===== config.mk =====
export PLATFORM = sky130hd
export DESIGN_NAME = btb_branch_predictor
export DESIGN_NICKNAME = d
export VERILOG_FILES = /design/src/rtl/btb_branch_predictor.sv
export SDC_FILE = /design/constraint.sdc
export NUM_CORES = 2
export LEC_CHECK = 0
export ABC_AREA = 1
export CORE_UTILIZATION = 50
export DETAILED_ROUTE_END_ITERATION = 6
export HOLD_SLACK_MARGIN = 0.02
export PLACE_DENSITY = 0.68
export REMOVE_ABC_BUFFERS = 1
export SLEW_MARGIN = 10
export SYNTH_ARGS = -nofsm -noshare
export SYNTH_HDL_FRONTEND = slang
export SYNTH_SLANG_ARGS = --single-unit

===== constraint.sdc =====
create_clock -name clk -period 10.6 [get_ports clk]
set_input_delay 2.12 -clock clk [delete_from_list [all_inputs] [get_ports clk]]
set_output_delay 2.12 -clock clk [all_outputs]
set_load 0.1 [all_outputs]

===== src/rtl/btb_branch_predictor.sv =====
// Branch target buffer with per-entry saturating direction counters for the IF/EX stages.
// Latency: lookup and mispredict/redirect are combinational (0 cycles); training lands at the next edge.
// Backpressure: none; one lookup and one update are accepted every cycle.
//
// Ports:
//   clk, reset            clock, synchronous active-low reset
//   if_pc                 fetch PC to look up
//   pred_taken/target     fetch prediction (target = if_pc+4 when not predicted taken)
//   ex_*                  resolved branch/jump from EX, with the prediction carried down the pipe
//   clear_all             invalidate every entry
//   mispredict/redirect   flush request and correct next PC
//   stat_updates/mispred  saturating statistics
module btb_branch_predictor #(
  parameter int ADDR_W  = 32,
  parameter int ENTRIES = 16,
  parameter int CTR_W   = 2,
  parameter int STAT_W  = 32
) (
  input  logic              clk,
  input  logic              reset,
  input  logic [ADDR_W-1:0] if_pc,
  output logic              pred_taken,
  output logic [ADDR_W-1:0] pred_target,
  input  logic              ex_upd_valid,
  input  logic              ex_is_cond,
  input  logic [ADDR_W-1:0] ex_pc,
  input  logic              ex_taken,
  input  logic [ADDR_W-1:0] ex_target,
  input  logic              ex_pred_taken,
  input  logic [ADDR_W-1:0] ex_pred_target,
  input  logic              clear_all,
  output logic              mispredict,
  output logic [ADDR_W-1:0] redirect_pc,
  output logic [STAT_W-1:0] stat_updates,
  output logic [STAT_W-1:0] stat_mispredicts
);

  localparam int IDX_W = $clog2(ENTRIES);
  localparam int TAG_W = ADDR_W - IDX_W - 2;

  localparam logic [CTR_W-1:0] CTR_MAX  = {CTR_W{1'b1}};
  // Weakly-taken starting point for a freshly allocated conditional branch.
  localparam logic [CTR_W-1:0] CTR_INIT = CTR_W'(1) << (CTR_W - 1);

  // Entry storage
  logic [ENTRIES-1:0] valid_q;
  logic [TAG_W-1:0]   tag_q [ENTRIES];
  logic [ADDR_W-1:0]  tgt_q [ENTRIES];
  logic [CTR_W-1:0]   ctr_q [ENTRIES];

  logic [STAT_W-1:0] stat_upd_q, stat_upd_d;
  logic [STAT_W-1:0] stat_mis_q, stat_mis_d;

  // ---------------------------------------------------------------- lookup
  logic [IDX_W-1:0] if_idx;
  logic [TAG_W-1:0] if_tag;
  logic             if_hit;
  logic             if_taken;

  assign if_idx   = if_pc[IDX_W+1:2];
  assign if_tag   = if_pc[ADDR_W-1:IDX_W+2];
  assign if_hit   = valid_q[if_idx] && (tag_q[if_idx] == if_tag);
  assign if_taken = if_hit && ctr_q[if_idx][CTR_W-1];

  // Outputs are held at zero while reset is asserted so the PC mux sees a quiet BTB.
  assign pred_taken  = reset && if_taken;
  assign pred_target = !reset   ? '0 :
                       if_taken ? tgt_q[if_idx] :
                                  if_pc + ADDR_W'(4);

  // ---------------------------------------------------------- resolution
  logic eff_taken;
  logic mis_raw;

  // Jumps are always taken regardless of ex_taken.
  assign eff_taken = ex_is_cond ? ex_taken : 1'b1;
  assign mis_raw   = ex_upd_valid &&
                     ((ex_pred_taken != eff_taken) ||
                      (eff_taken && (ex_pred_target != ex_target)));

  assign mispredict  = reset && mis_raw;
  assign redirect_pc = !reset    ? '0 :
                       eff_taken ? ex_target :
                                   ex_pc + ADDR_W'(4);

  // -------------------------------------------------------------- training
  logic [IDX_W-1:0]  ex_idx;
  logic [TAG_W-1:0]  ex_tag;
  logic              ex_hit;
  logic              ent_wr;
  logic [CTR_W-1:0]  ent_ctr_d;
  logic [ADDR_W-1:0] ent_tgt_d;

  assign ex_idx = ex_pc[IDX_W+1:2];
  assign ex_tag = ex_pc[ADDR_W-1:IDX_W+2];
  assign ex_hit = valid_q[ex_idx] && (tag_q[ex_idx] == ex_tag);

  // A not-taken miss leaves the table alone; anything else writes the indexed entry
  // (on a miss this evicts whatever alias lived there).
  assign ent_wr = ex_upd_valid && (ex_hit || eff_taken);

  always_comb begin
    ent_ctr_d = ctr_q[ex_idx];
    ent_tgt_d = tgt_q[ex_idx];
    if (eff_taken) begin
      ent_tgt_d = ex_target;
    end
    if (!ex_hit) begin
      ent_ctr_d = ex_is_cond ? CTR_INIT : CTR_MAX;
    end else if (!ex_is_cond) begin
      ent_ctr_d = CTR_MAX;
    end else if (ex_taken) begin
      if (ctr_q[ex_idx] != CTR_MAX) begin
        ent_ctr_d = ctr_q[ex_idx] + CTR_W'(1);
      end
    end else begin
      if (ctr_q[ex_idx] != '0) begin
        ent_ctr_d = ctr_q[ex_idx] - CTR_W'(1);
      end
    end
  end

  // Statistics saturate at all-ones instead of wrapping.
  always_comb begin
    stat_upd_d = stat_upd_q;
    stat_mis_d = stat_mis_q;
    if (ex_upd_valid && (stat_upd_q != {STAT_W{1'b1}})) begin
      stat_upd_d = stat_upd_q + STAT_W'(1);
    end
    if (mis_raw && (stat_mis_q != {STAT_W{1'b1}})) begin
      stat_mis_d = stat_mis_q + STAT_W'(1);
    end
  end

  always_ff @(posedge clk) begin
    if (!reset) begin
      valid_q    <= '0;
      stat_upd_q <= '0;
      stat_mis_q <= '0;
      for (int i = 0; i < ENTRIES; i++) begin
        tag_q[i] <= '0;
        tgt_q[i] <= '0;
        ctr_q[i] <= '0;
      end
    end else begin
      stat_upd_q <= stat_upd_d;
      stat_mis_q <= stat_mis_d;
      // clear_all wins over a concurrent update; the update is dropped but still counted.
      if (clear_all) begin
        valid_q <= '0;
      end else if (ent_wr) begin
        valid_q[ex_idx] <= 1'b1;
        tag_q[ex_idx]   <= ex_tag;
        tgt_q[ex_idx]   <= ent_tgt_d;
        ctr_q[ex_idx]   <= ent_ctr_d;
      end
    end
  end

  assign stat_updates     = stat_upd_q;
  assign stat_mispredicts = stat_mis_q;

endmodule

Word level (Yosys, flattened, before mapping) --
Memories as Yosys holds them, arrays and structs flattened. Cells that the tools add are included.
Word-level totals: bits in registers 80, bits in latches 0, bits in writable memories 960, memory bits (read-only) 0, input port bits 135, output and inout port bits 130, logic and storage cells 76, memories kept 3
Operators by class: $add $sub $neg 6, multipliers 0, div/mod/pow operators 0, order comparisons 3, equality and inequality tests 8, shift operators 0, muxes and demuxes 32, bitwise gates (word level) 2, reductions and logical operators 19
Memory list:
- tgt_q | words 16, bits a word 32, rd ports 1, clocked after Yosys merged registers in 0, write ports 16, line 48 | logic [ADDR_W-1:0] tgt_q [ENTRIES];
- tag_q | words 16, bits a word 26, rd ports 2, clocked after Yosys merged registers in 0, write ports 16, line 47 | logic [TAG_W-1:0] tag_q [ENTRIES];
- ctr_q | words 16, bits a word 2, rd ports 2, clocked after Yosys merged registers in 0, write ports 16, line 49 | logic [CTR_W-1:0] ctr_q [ENTRIES];
Operator list (number):
- two-way mux 32 bit | 6
- adder 32 x 1 -> 32 bit (second input constant) | 2
- adder 32 x 3 -> 32 bit (second input constant) | 2
- inequality test 32 bit (second input constant) | 2
- == test 26 bit | 2
- inequality test 32 bit | 1
- OR reduction 32 bit | 1
- two-way mux 26 bit | 1
- OR reduction 26 bit | 1
- OR 16 bit | 1
- two-way mux 1 bit | 13
- two-way mux 2 bit | 6
- two-way mux 4 bit | 3
- logical AND 1 bit | 11
- less-than comparator 4 x 5 -> 1 bit (second input constant) | 2
- binary-select mux 1 bit (select 4 bit) | 2
- demux 1 bit (select 4 bit) | 1
- >= comparator 4 x 1 -> 1 bit (second input constant) | 1
- OR reduction 2 bit | 2
- adder 2 x 1 -> 2 bit (second input constant) | 1
- logical OR 1 bit | 2
- inequality test 2 bit (second input constant) | 1
- AND reduction 2 bit | 1
- nonzero test 2 bit | 1
- 4 further kinds | 4

Logic depth before layout (Yosys ltp) --
depth after elaboration 12, depth in mapped cells 23, mapped depth without buffers 20

Least setup slack after synthesis --
Ideal clock, no wire load.
kind input to output, start input port if_pc[2], end output port pred_target[21], arrival time 5.354 ns, data required time 8.480 ns, path slack 3.126 ns, stages 13, buffers on the path 6, path through buf_2 -> inv_2 -> buf_2 -> buf_2 -> buf_2 -> buf_2 -> buf_2 -> nand2_1 -> a221oi_1 -> nor3_1 -> a211oi_1 -> nand3_1 -> a21oi_1
Between the ends: longest elaborated chain between the ends 6, elaborated cells on any way between the ends 11, those cells by class add/sub: 1; eq/ne: 1; mux: 4; reduce/logical: 2; memory: 3
Ends and longest elaborated chain:
- from (decl) | line 21 | input logic [ADDR_W-1:0] if_pc,
- memory (16 x 26 bit) or binary-select mux 1 bit (select 4 bit) (tied branches)
- == test 26 bit or two-way mux 1 bit (tied branches) | line 62 | assign if_hit = valid_q[if_idx] && (tag_q[if_idx] == if_tag);
- logical AND 1 bit | line 62
- logical AND 1 bit | line 63 | assign if_taken = if_hit && ctr_q[if_idx][CTR_W-1];
- two-way mux 32 bit (*) | line 68 | if_taken ? tgt_q[if_idx] :
- two-way mux 32 bit (*) | line 67 | assign pred_target = !reset ? '0 :
- to (decl) | line 23 | output logic [ADDR_W-1:0] pred_target,
Every way passes the cells marked *; elsewhere a longest branch is shown, timed or not. The select of a mux whose other input is x is not followed.

Final worst setup path --
start input port if_pc[2], end output port pred_target[31]
The elaborated chain is that of the path after synthesis.

==> run_results.csv <==
group,metric,value,unit
route,vias_per_cell,6.00,
floorplanning,dieArea,116000,µm²
critical_path,worst_r2r_endpoint,"tag_q[14][25]$_SDFFCE_PN0P_",
route,postRouteAntennaNets,0,
floorplanning,ios,265,
critical_path,critPathSlowestCell,"nand2_2",
power_and_ir_drop,internal_power,7.12,mW
sta,relSlewSlack,14.0,%
logic_synthesis,synth_ff_type,"edfxtp_1",
clock_network,numCtsBuffers,110,
power_and_ir_drop,p_comb_share,14.4,%
sta,rsz0062_at_grt,"no",
route,wl_per_cell,25.1,µm
power_and_ir_drop,p_switching,2.85,mW
critical_path,path_class,"input pin to output pin",
grt,gr-total-overflow,0,
critical_path,startpoint_type,"input pin",
run_status,status,"finished, violations left",
layout,drive_gt1_share,6.95,%
sta,worst_pin_slew,1.29,ns
grt,grt_first_pass_wirelength,313000,µm
sta,worst_slack,1.24,ns
sta,timing.hold.ws,0.460,ns
grt,grt_max_degree,153,
critical_path,critPathTopFamily,"simple AND/OR/NAND/NOR gates",
logic_synthesis,avgSynthCellArea,8.15,µm²
critical_path,crit_buf_inv,4,
placed_design,gp_congestion,1.03,
critical_path,rr_worst_depth,16,
placed_design,dp.cells,8436,
layout,final_common_cell,"nand2_1",
placed_design,io_buffers,264,
clock_network,cts.reportedPaths.clkPinSlew,0.06,ns
clock_network,cts_buffer_depth,3,
grt,grt_use_total,36.5,%
logic_synthesis,async_reset_ff_share,0,%
critical_path,r2r_start,"tag_q[1][19]$_SDFFCE_PN0P_",
clock_network,cts-root-buf,"clkbuf_16",
route,wl,217000,µm
placed_design,place_area,60400,µm²
critical_path,crit_arrival,7.24,ns
min_path,hp-class,"flip-flop to flip-flop",
route,drc_errors,1,
floorplanning,fp-row-count,123,
power_and_ir_drop,ir_drop,0.000140,V
clock_network,cts_setup_buffers,0,
critical_path,slowest_delay,0.70,ns
floorplanning,die_h,341,µm
floorplanning,initial_core_util,50.8,%
clock_network,cts_sinks,1040,
sta,slew_violations,0,
logic_synthesis,synth_cell_types,50,
power_and_ir_drop,p_sw_share,28.6,%
power_and_ir_drop,power.density,156,nW/µm²
critical_path,crit_path_end_kind,"output pin",
route,vias,51800,
layout,area_growth,11.3,%
placed_design,place_ws,1.55,ns
power_and_ir_drop,clkPwrFrac,38.1,%
min_path,whs_endpoint,"valid_q[2]$_SDFFE_PP0N_",
grt,antenna_found_initial,11,
grt,first_global_vias,48000,
critical_path,path_cells,"buf_8 -> inv_8 -> nand2_1 -> nand3_1 -> nand2_1 -> nand2_1 -> nand2_1 -> inv_1 -> nand2_1 -> nand2_1 -> nand2_1 -> nand3_1 -> nor2_1 -> nand2_1 -> nor2_2 -> nand2_2 -> nand2_1 -> nand2_1 -> nor2_1 -> buf_4",
layout,num-nets-final,7190,
floorplanning,die_w,341,µm
sta,tns,0,ns
logic_synthesis,synth_area,57400,µm²
logic_synthesis,ys_warn_count,0,
critical_path,r2r_setup_slack,5.79,ns
sta,final.period_utilization,88.3,%
layout,fin_area,63900,µm²
logic_synthesis,ys_seq_elements,1040,
critical_path,required,8.48,ns
sta,hold_violations,0,
critical_path,crit_top_cell,"nand2_1",
route,drt_iter0_drc,8213,
placed_design,hpwl,133000,µm
power_and_ir_drop,p_leak,26.5,nW
flow_run,drv_cap,0,
layout,finalNonFillerCells,8640,
logic_synthesis,netlist_instances,7050,
clock_network,cts_tree,"built",
layout,num-fill-cells,10200,
sta,fmaxAchievable,107,MHz
clock_network,cts_resized,0,
sta,clock_skew,0.0649,ns
layout,final_cell_mix,"nand2_1 (1964), nor2_1 (1189), edfxtp_1 (960), inv_1 (598), nand3_1 (515)",
power_and_ir_drop,p_seq_share,47.5,%
logic_synthesis,seq_area_frac_synth,53.0,%
clock_network,cts_max_level,3,
clock_network,postCtsHoldBufs,0,
route,firstDrtPassIters,7,
sta,period_needed,9.36,ns
run_status,violations,"design-rule violations",
critical_path,crit_fanout,150,
clock_network,clock_insertion_delay_worst_skew,0.74,ns
logic_synthesis,synth-edff-count,960,
min_path,min_from,"valid_q[2]$_SDFFE_PP0N_",
floorplanning,coreArea,113000,µm²
min_path,min_path_cells,2,
sta,setup_viol,0,
## worst register-to-register path: stages, from the launching register on
cell and delay, ns:
edfxtp_1 0.35, inv_1 0.10, nand2_1 0.06, nand3_1 0.11
nand2_1 0.07, nand2_1 0.06, nand2_1 0.23, o21ai_1 0.44
nand2_1 0.10, nor2_1 0.11, nand3_1 0.08, nor2_1 0.10
nand2_1 0.14, nand2_2 0.55, nand3_4 0.68, nand2_1 0.86
buf_4 0.45
## power groups by stage
stage,Sequential [mW],Clock (mW),Combinational [mW]
after detailed placement,4.82,0,1.38
after global routing,4.76,3.95,1.51
final,4.74,3.80,1.43
after CTS,4.74,3.80,1.39
after floorplan,4.82,0,0.783
after global placement,4.82,0,1.37
## layout make-up
cell class | instances | area, µm² | share of cell area [%]
Sequential cell | 1040 | 30400 | 47.6
Multi-Input combinational cell | 4866 | 22200 | 34.7
Timing Repair Buffer | 379 | 3470 | 5.43
Clock inverter | 60 | 577 | 0.902
Inverter | 651 | 2470 | 3.86
Antenna cell | 2 | 5.00 | 0.00783
Clock buffer | 142 | 2910 | 4.56
Tap cell | 1500 | 1880 | 2.94
## flip-flops by register name, indices dropped and copies added (netlist names)
register	cells
ctr_q	32
stat_mispredicts	32
stat_updates	32
tag_q	416
tgt_q	512
valid_q	16
## layer usage
layer	global-route usage (%)	wire (µm)	share of wire, %
met1	50.4	82500	38
met2	54.2	93100	43
met3	8.87	30800	14
met4	16.8	10700	4.9
met5	0	97	0.045
## per-stage QoR
stage / utilization [%] / total power, mW
global placement: 53.4 / 6.19
detailed placement: 53.4 / 6.20
global route: 56.5 / 10.2
floorplan: - / 5.60
CTS: 56.5 / 9.92
finish: 56.5 / 9.97
## worst max path at each step
stage / start / end / slack (ns) / cells past startpoint
after CTS: if_pc[4] / pred_target[31] / 1.54 / 19
after floorplan: if_pc[2] / pred_target[17] / 0.46 / 15
after detailed placement: if_pc[4] / pred_target[31] / 1.55 / 19
after global placement: if_pc[4] / pred_target[31] / 1.55 / 19
after global routing: if_pc[2] / pred_target[31] / 1.16 / 20
final: if_pc[2] / pred_target[31] / 1.24 / 20
## cells by family (layout without fill, tap and decap cells)
| kind of cell | Yosys count | in the layout | synth area share [%] |
|---|---|---|---|
| buf+inv | 1144 | 1232 | 8.59 |
| flops | 1040 | 1040 | 53.0 |
| fa+ha+maj | 7 | 7 | 0.152 |
| xor+xnor | 98 | 98 | 1.49 |
| simple gates | 3995 | 3995 | 28.6 |
| other cells | 0 | 2 | 0 |
| compound gates | 766 | 766 | 8.16 |
## synth_stat cells, drive strengths merged (3+ instances only)
library cell	n	area, µm²
nand2	1986	7460
nor2	1326	5310
edfxtp	960	28800
inv	610	2290
nand3	529	2770
a21oi	343	1720
buf	250	1570
clkbuf	243	912
o21ai	179	896
xor2	83	727
dfxtp	80	1600
nor3	78	405
a221oi	75	657
o211ai	66	495
a32o	60	601
clkinv	41	154
nand4	30	188
nor4	29	188
a22oi	19	143
xnor2	15	131
ha	7	87.6
nand3b	7	52.6
o22ai	7	43.8
and3	6	37.5
a211oi	4	30.0
a31oi	3	18.8
No activity file was read; power rests on OpenSTA's default activity.
